$ cat src/rtl/iod_rd_eye_trainer.sv
// Read-eye training controller: sweeps each IOD lane's RX delay line, finds the first passing window
// and parks the lane at its centre. Optional macro IOD_RD_TRAIN_MIN_WIN_EN rejects windows narrower than MIN_WIN.
module iod_rd_eye_trainer #(
  parameter int NUM_LANES     = 2,
  parameter int TAP_W         = 7,
  parameter int MAX_TAP       = 127,
  parameter int SETTLE_CYCLES = 8,
  parameter int SAMPLE_CYCLES = 16,
  parameter int MIN_WIN       = 4
) (
  input  logic                             FAB_CLK,
  input  logic                             ARST_N,
  input  logic                             start,
  output logic                             busy,
  output logic                             done,
  output logic [NUM_LANES-1:0]             delay_line_move,
  output logic [NUM_LANES-1:0]             delay_line_direction,
  output logic [NUM_LANES-1:0]             delay_line_load,
  output logic [NUM_LANES-1:0]             eye_clear_flags,
  input  logic [NUM_LANES-1:0]             eye_early,
  input  logic [NUM_LANES-1:0]             eye_late,
  input  logic [NUM_LANES-1:0]             delay_out_of_range,
  output logic [NUM_LANES*TAP_W-1:0]       lane_center,
  output logic [NUM_LANES*(TAP_W+1)-1:0]   lane_width,
  output logic [NUM_LANES-1:0]             lane_err
);

  localparam int LANE_W  = (NUM_LANES > 1) ? $clog2(NUM_LANES) : 1;
  localparam int CNT_MAX = (SETTLE_CYCLES > SAMPLE_CYCLES) ? SETTLE_CYCLES : SAMPLE_CYCLES;
  localparam int CNT_W   = $clog2(CNT_MAX + 1);
`ifdef IOD_RD_TRAIN_MIN_WIN_EN
  localparam int WIN_FLOOR = MIN_WIN;
`else
  // A found window is always at least one tap wide, so this floor never rejects.
  localparam int WIN_FLOOR = MIN_WIN - MIN_WIN + 1;
`endif

  typedef enum logic [3:0] {
    S_IDLE, S_LOAD, S_SETTLE, S_CLEAR, S_SAMPLE, S_EVAL,
    S_STEP, S_CLOAD, S_CMOVE, S_NEXT, S_DONE
  } state_t;

  state_t                        state_q;
  logic [LANE_W-1:0]             lane_q;
  logic [TAP_W-1:0]              tap_q;
  logic [CNT_W-1:0]              cnt_q;
  logic                          fail_q;
  logic                          oor_q;
  logic                          open_q;
  logic [TAP_W-1:0]              first_q;
  logic [TAP_W-1:0]              last_q;
  logic [TAP_W-1:0]              res_center_q;
  logic [TAP_W:0]                res_width_q;
  logic                          res_err_q;
  logic [TAP_W-1:0]              mv_cnt_q;
  logic [NUM_LANES-1:0]          load_q;
  logic [NUM_LANES-1:0]          move_q;
  logic [NUM_LANES-1:0]          clear_q;
  logic                          busy_q;
  logic                          done_q;
  logic [NUM_LANES*TAP_W-1:0]    center_q;
  logic [NUM_LANES*(TAP_W+1)-1:0] width_q;
  logic [NUM_LANES-1:0]          err_q;

  function automatic logic [NUM_LANES-1:0] lane_onehot(input logic [LANE_W-1:0] l);
    return NUM_LANES'(1) << l;
  endfunction

  function automatic logic [TAP_W:0] win_width(input logic [TAP_W-1:0] f, input logic [TAP_W-1:0] l);
    return {1'b0, l} - {1'b0, f} + (TAP_W+1)'(1);
  endfunction

  // Floor of the midpoint; the sum is formed one bit wider so it cannot wrap.
  function automatic logic [TAP_W-1:0] win_center(input logic [TAP_W-1:0] f, input logic [TAP_W-1:0] l);
    logic [TAP_W:0] s;
    s = {1'b0, f} + {1'b0, l};
    return TAP_W'(s >> 1);
  endfunction

  logic             pass_c, closed_c, sweep_end_c, found_c;
  logic             open_d;
  logic [TAP_W-1:0] first_d, last_d, center_c;
  logic [TAP_W:0]   width_c;

  always_comb begin
    pass_c   = ~fail_q;
    open_d   = open_q;
    first_d  = first_q;
    last_d   = last_q;
    closed_c = 1'b0;
    if (pass_c) begin
      if (!open_q) begin
        first_d = tap_q;
        open_d  = 1'b1;
      end
      last_d = tap_q;
    end else if (open_q) begin
      open_d   = 1'b0;
      closed_c = 1'b1;
    end
    sweep_end_c = (tap_q == TAP_W'(MAX_TAP)) || oor_q;
    found_c     = closed_c || (open_d && sweep_end_c);
    width_c     = win_width(first_d, last_d);
    center_c    = win_center(first_d, last_d);
  end

  always_ff @(posedge FAB_CLK or negedge ARST_N) begin
    if (!ARST_N) begin
      state_q      <= S_IDLE;
      lane_q       <= '0;
      tap_q        <= '0;
      cnt_q        <= '0;
      fail_q       <= 1'b0;
      oor_q        <= 1'b0;
      open_q       <= 1'b0;
      first_q      <= '0;
      last_q       <= '0;
      res_center_q <= '0;
      res_width_q  <= '0;
      res_err_q    <= 1'b0;
      mv_cnt_q     <= '0;
      load_q       <= '0;
      move_q       <= '0;
      clear_q      <= '0;
      busy_q       <= 1'b0;
      done_q       <= 1'b0;
      center_q     <= '0;
      width_q      <= '0;
      err_q        <= '0;
    end else begin
      case (state_q)
        S_IDLE: begin
          if (start) begin
            busy_q   <= 1'b1;
            lane_q   <= '0;
            tap_q    <= '0;
            open_q   <= 1'b0;
            load_q   <= lane_onehot('0);
            center_q <= '0;
            width_q  <= '0;
            err_q    <= '0;
            state_q  <= S_LOAD;
          end
        end
        S_LOAD, S_STEP: begin
          if (state_q == S_STEP) tap_q <= tap_q + TAP_W'(1);
          load_q  <= '0;
          move_q  <= '0;
          cnt_q   <= CNT_W'(SETTLE_CYCLES - 1);
          state_q <= S_SETTLE;
        end
        S_SETTLE: begin
          if (cnt_q == '0) begin
            clear_q <= lane_onehot(lane_q);
            state_q <= S_CLEAR;
          end else begin
            cnt_q <= cnt_q - CNT_W'(1);
          end
        end
        S_CLEAR: begin
          clear_q <= '0;
          fail_q  <= 1'b0;
          oor_q   <= 1'b0;
          cnt_q   <= CNT_W'(SAMPLE_CYCLES - 1);
          state_q <= S_SAMPLE;
        end
        S_SAMPLE: begin
          fail_q <= fail_q | eye_early[lane_q] | eye_late[lane_q];
          oor_q  <= oor_q | delay_out_of_range[lane_q];
          if (cnt_q == '0) state_q <= S_EVAL;
          else             cnt_q   <= cnt_q - CNT_W'(1);
        end
        S_EVAL: begin
          open_q  <= open_d;
          first_q <= first_d;
          last_q  <= last_d;
          if (found_c) begin
            res_center_q <= center_c;
            res_width_q  <= width_c;
            res_err_q    <= (width_c < (TAP_W+1)'(WIN_FLOOR));
            load_q       <= lane_onehot(lane_q);
            state_q      <= S_CLOAD;
          end else if (sweep_end_c) begin
            res_center_q <= '0;
            res_width_q  <= '0;
            res_err_q    <= 1'b1;
            load_q       <= lane_onehot(lane_q);
            state_q      <= S_CLOAD;
          end else begin
            move_q  <= lane_onehot(lane_q);
            state_q <= S_STEP;
          end
        end
        S_CLOAD: begin
          load_q <= '0;
          if (res_center_q == '0) begin
            state_q <= S_NEXT;
          end else begin
            move_q   <= lane_onehot(lane_q);
            mv_cnt_q <= res_center_q;
            state_q  <= S_CMOVE;
          end
        end
        // Each centring pulse is one cycle high, one cycle low.
        S_CMOVE: begin
          if (|move_q) begin
            move_q   <= '0;
            mv_cnt_q <= mv_cnt_q - TAP_W'(1);
          end else if (mv_cnt_q == '0) begin
            state_q <= S_NEXT;
          end else begin
            move_q <= lane_onehot(lane_q);
          end
        end
        S_NEXT: begin
          center_q[lane_q*TAP_W +: TAP_W]     <= res_center_q;
          width_q[lane_q*(TAP_W+1) +: TAP_W+1] <= res_width_q;
          err_q[lane_q]                       <= res_err_q;
          if (lane_q == LANE_W'(NUM_LANES - 1)) begin
            done_q  <= 1'b1;
            state_q <= S_DONE;
          end else begin
            lane_q  <= lane_q + LANE_W'(1);
            tap_q   <= '0;
            open_q  <= 1'b0;
            load_q  <= lane_onehot(lane_q + LANE_W'(1));
            state_q <= S_LOAD;
          end
        end
        S_DONE: begin
          done_q  <= 1'b0;
          busy_q  <= 1'b0;
          state_q <= S_IDLE;
        end
        default: state_q <= S_IDLE;
      endcase
    end
  end

  assign busy                 = busy_q;
  assign done                 = done_q;
  assign delay_line_move      = move_q;
  assign delay_line_direction = move_q;
  assign delay_line_load      = load_q;
  assign eye_clear_flags      = clear_q;
  assign lane_center          = center_q;
  assign lane_width           = width_q;
  assign lane_err             = err_q;

endmodule

$ cat config.mk
export PLATFORM = sky130hd
export DESIGN_NAME = iod_rd_eye_trainer
export DESIGN_NICKNAME = d
export VERILOG_FILES = /design/src/rtl/iod_rd_eye_trainer.sv
export SDC_FILE = /design/constraint.sdc
export NUM_CORES = 1
export LEC_CHECK = 0
export CORE_AREA = 2 2 127 129
export DETAILED_ROUTE_END_ITERATION = 8
export DIE_AREA = 0 0 129 131
export PLACE_DENSITY = 0.49
export SLEW_MARGIN = 5
export SYNTH_ARGS = -nofsm -noshare
export SYNTH_HDL_FRONTEND = slang
export SYNTH_SLANG_ARGS = --single-unit
$ cat constraint.sdc
create_clock -name FAB_CLK -period 4 [get_ports FAB_CLK]
set_input_delay 0.8 -clock FAB_CLK [delete_from_list [all_inputs] [get_ports FAB_CLK]]
set_output_delay 0.8 -clock FAB_CLK [all_outputs]
set_load 0.02 [all_outputs]
==> reports/results.ini <==
[power]
switching_power_mw = 1.70
p_comb_frac = 0.450
power_density_nw_per_um2 = 651
seq_power_share = 0.343
ir_drop_v = 0.000220
pwr-share-clk = 0.206
leakage_nw = 2.88
finalPower_mw = 4.08
power.internal_mw = 2.39
p_sw_frac = 0.416

[synth]
synth_edf_count = 0
syn_area_per_cell_um2 = 10.1
synth-seq-area-share = 0.457
ys_types = 68
ys_ff_latch = 97
syn-num-nets = 562
synth_cells = 526
async_reset_ff_frac = 1.00
syn_area_um2 = 5320
synthFlopType = dfrtp_1
ys_warn_count = 0

[cts]
clock_sinks = 97
clock_latency_ns = 0.35
cts_hold_buffers = 0
cts_root_buf = clkbuf_16
cts_repair_resize_count = 0
cts_tree = yes
cts_made_buffers = 9
htree_num_levels = 3
postCtsSetupRepairBufs = 0
clk_pin_slew_ns = 0.07
clock_path_buffers = 2

[finish]
fill_cells = 1511
fin_cells = 788
nets = 603
syn2layout_area_growth_pct = 18.1
layout-drive-gt1-share = 0.0962
n_antenna_cell = 0

[critical_path]
crit_required_ns = 4.24
worstPathArrival_ns = 3.75
r2r_cells = 11
crit_path_max_fanout = 4
start_kind = register
cp-end-kind = register
path_class = reg2reg

[sta]
fin_crit_ns = 3.51
drv_slew = 0
max_freq_ghz = 0.285
final.setup.tns_ns = 0
setup_violations = 0
finalHoldViolations = 0
max_slew_margin = 0.337
tightest_slew_ns = 0.994
clock_skew_ns = 0.00762
post-route-period-util = 0.877
rsz0062_at_grt = false

[place]
port_buffers = 50
gp_congestion = 0.744
place_inst = 772
dp_hpwl_um = 9030

[route]
wl_per_cell_um = 16.4
ant_nets = 0
vias = 4053
drt-total-wl_um = 12900
drtIter0Drc = 209
viasPerCell = 5.14
dr.pass1.iters = 4
drc = 0

[flow_run]
cap_violations = 0

[run_status]
status = complete, no violations

[floorplanning]
dieArea_um2 = 16900
start_util = 0.341
dieWidth_um = 129
die_y_um = 131
fp-row-count = 46
pin_count = 51
core_um2 = 15600

[worst_hold_path]
min_path_cells = 2
min-delay-path-class = reg2reg

[global_route]
grt_antenna_before_repair = 0
grtUsageTotal = 0.163
grt_pass1_vias = 3992
grt_max_degree = 77
grt_overflow_total = 0
grt_pass1_wl_um = 21400

-- flip-flops by register name, indices dropped and copies added (netlist names) --
signal                count
cnt_q                     5
first_q                   7
state_q                   4
delay_line_load           2
mv_cnt_q                  7
last_q                    7
res_err_q                 1
lane_center              14
tap_q                     7
oor_q                     1
lane_err                  2
res_center_q              7
res_width_q               8
open_q                    1
lane_width               16
busy                      1
done                      1
fail_q                    1
eye_clear_flags           2
lane_q                    1
delay_line_direction      2
-- cells in the mapped netlist, types with 4 or more instances --
cell type / count / area (µm²)
a21oi_1: 28 / 140
nand2_1: 59 / 221
nand3_1: 11 / 55.1
ha_1: 25 / 313
nor2b_1: 6 / 37.5
o211ai_1: 5 / 37.5
o31ai_1: 5 / 37.5
xor2_1: 5 / 43.8
nor3_1: 10 / 50.1
inv_1: 24 / 90.1
buf_6: 4 / 45.0
dfrtp_1: 97 / 2430
nor2_1: 32 / 120
mux2_2: 12 / 135
mux2i_1: 10 / 100
clkbuf_1: 15 / 56.3
buf_2: 6 / 30.0
a22o_1: 48 / 420
o21ai_0: 37 / 185
nand2b_1: 10 / 62.6
nor4_1: 7 / 43.8
-- kinds of logic after synthesis --
| family | count (synthesis) | synth area share |
|---|---|---|
| compound gates | 155 | 0.213 |
| xor+xnor | 7 | 0.0115 |
| fa+ha+maj | 27 | 0.0664 |
| buf+inv | 52 | 0.0459 |
| flops | 97 | 0.457 |
| mux | 22 | 0.0442 |
| simple gates | 166 | 0.162 |
-- routing by layer --
layer | GRT usage | wire length, µm | vias up
li1 | - | - | 1988
met1 | 0.229 | 6450 | 2004
met2 | 0.257 | 6000 | 51
met3 | 0.0354 | 366 | 10
met4 | 0.0422 | 131 | 0
met5 | 0 | 0 | -
-- critical path, stage by stage (launching register included) --
cell and delay, ns:
dfrtp_1 0.43, nor2_2 0.13, mux2_2 0.39, ha_1 0.31
inv_1 0.04, ha_1 0.21, fa_1 0.40, a211oi_1 0.46
nor4b_1 0.10, a2111oi_0 0.54, nor4_1 0.15, o211a_1 0.23
-- path summary, 6_finish.rpt --
kind | start | to | slack [ns]
min in group asynchronous | ARST_N | eye_clear_flags[0] | 0.60
max in group asynchronous | ARST_N | lane_width[9] | 2.49
worst max register to register | open_q | res_err_q | 0.49
worst min-delay path | last_q[0] | last_q[0] | 0.48
worst min register to register | last_q[0] | last_q[0] | 0.48
worst max-delay path | open_q | res_err_q | 0.49
-- power groups by stage --
stage | logic [mW] | clock network (mW) | registers (mW)
2_1_floorplan | 1.38 | 0 | 1.39
3_5_place_dp | 1.84 | 0 | 1.42
6_report | 1.84 | 0.843 | 1.40
4_1_cts | 1.85 | 0.878 | 1.40
3_3_place_gp | 1.83 | 0 | 1.42
5_1_grt | 2.06 | 0.913 | 1.44
-- per-stage QoR --
stage / hold slack [ns] / instance area (µm²) / util / setup slack [ns]
finish: 0.477 / 6280 / 0.402 / 0.493
global route: 0.495 / 6280 / 0.402 / 0.258
CTS: 0.481 / 6280 / 0.402 / 0.531
detailed placement: 0.463 / 5990 / 0.384 / 0.549
global placement: 0.457 / 5990 / 0.384 / 0.619
floorplan: 0.440 / 5320 / - / 0.346
-- placed cells by master (no fill, tap or decap), types with 6 or more instances in the layout --
master,netlist,final
ha_1,25,25
nor2_1,32,32
nand3_1,11,11
inv_1,24,24
buf_4,3,9
a22o_1,48,48
nor2b_1,6,6
o21ai_0,37,37
clkbuf_16,0,9
nor3_1,10,10
a21oi_1,28,28
mux2i_1,10,10
clkdlybuf4s50_1,0,49
nor4_1,7,7
dfrtp_1,97,97
nand2b_1,10,10
nand2_1,59,59
mux2_2,12,12
-- cell type report --
type | instances | area, µm² | share of cell area
multi-input combinational | 377 | 2650 | 0.421
tap | 216 | 270 | 0.0431
inverter | 24 | 90.1 | 0.0144
sequential | 97 | 2430 | 0.387
clock buffer | 10 | 239 | 0.0381
clock inverter | 6 | 47.5 | 0.00757
timing repair buffer | 58 | 558 | 0.0889
Note: power is estimated with default switching activity, not from simulation.
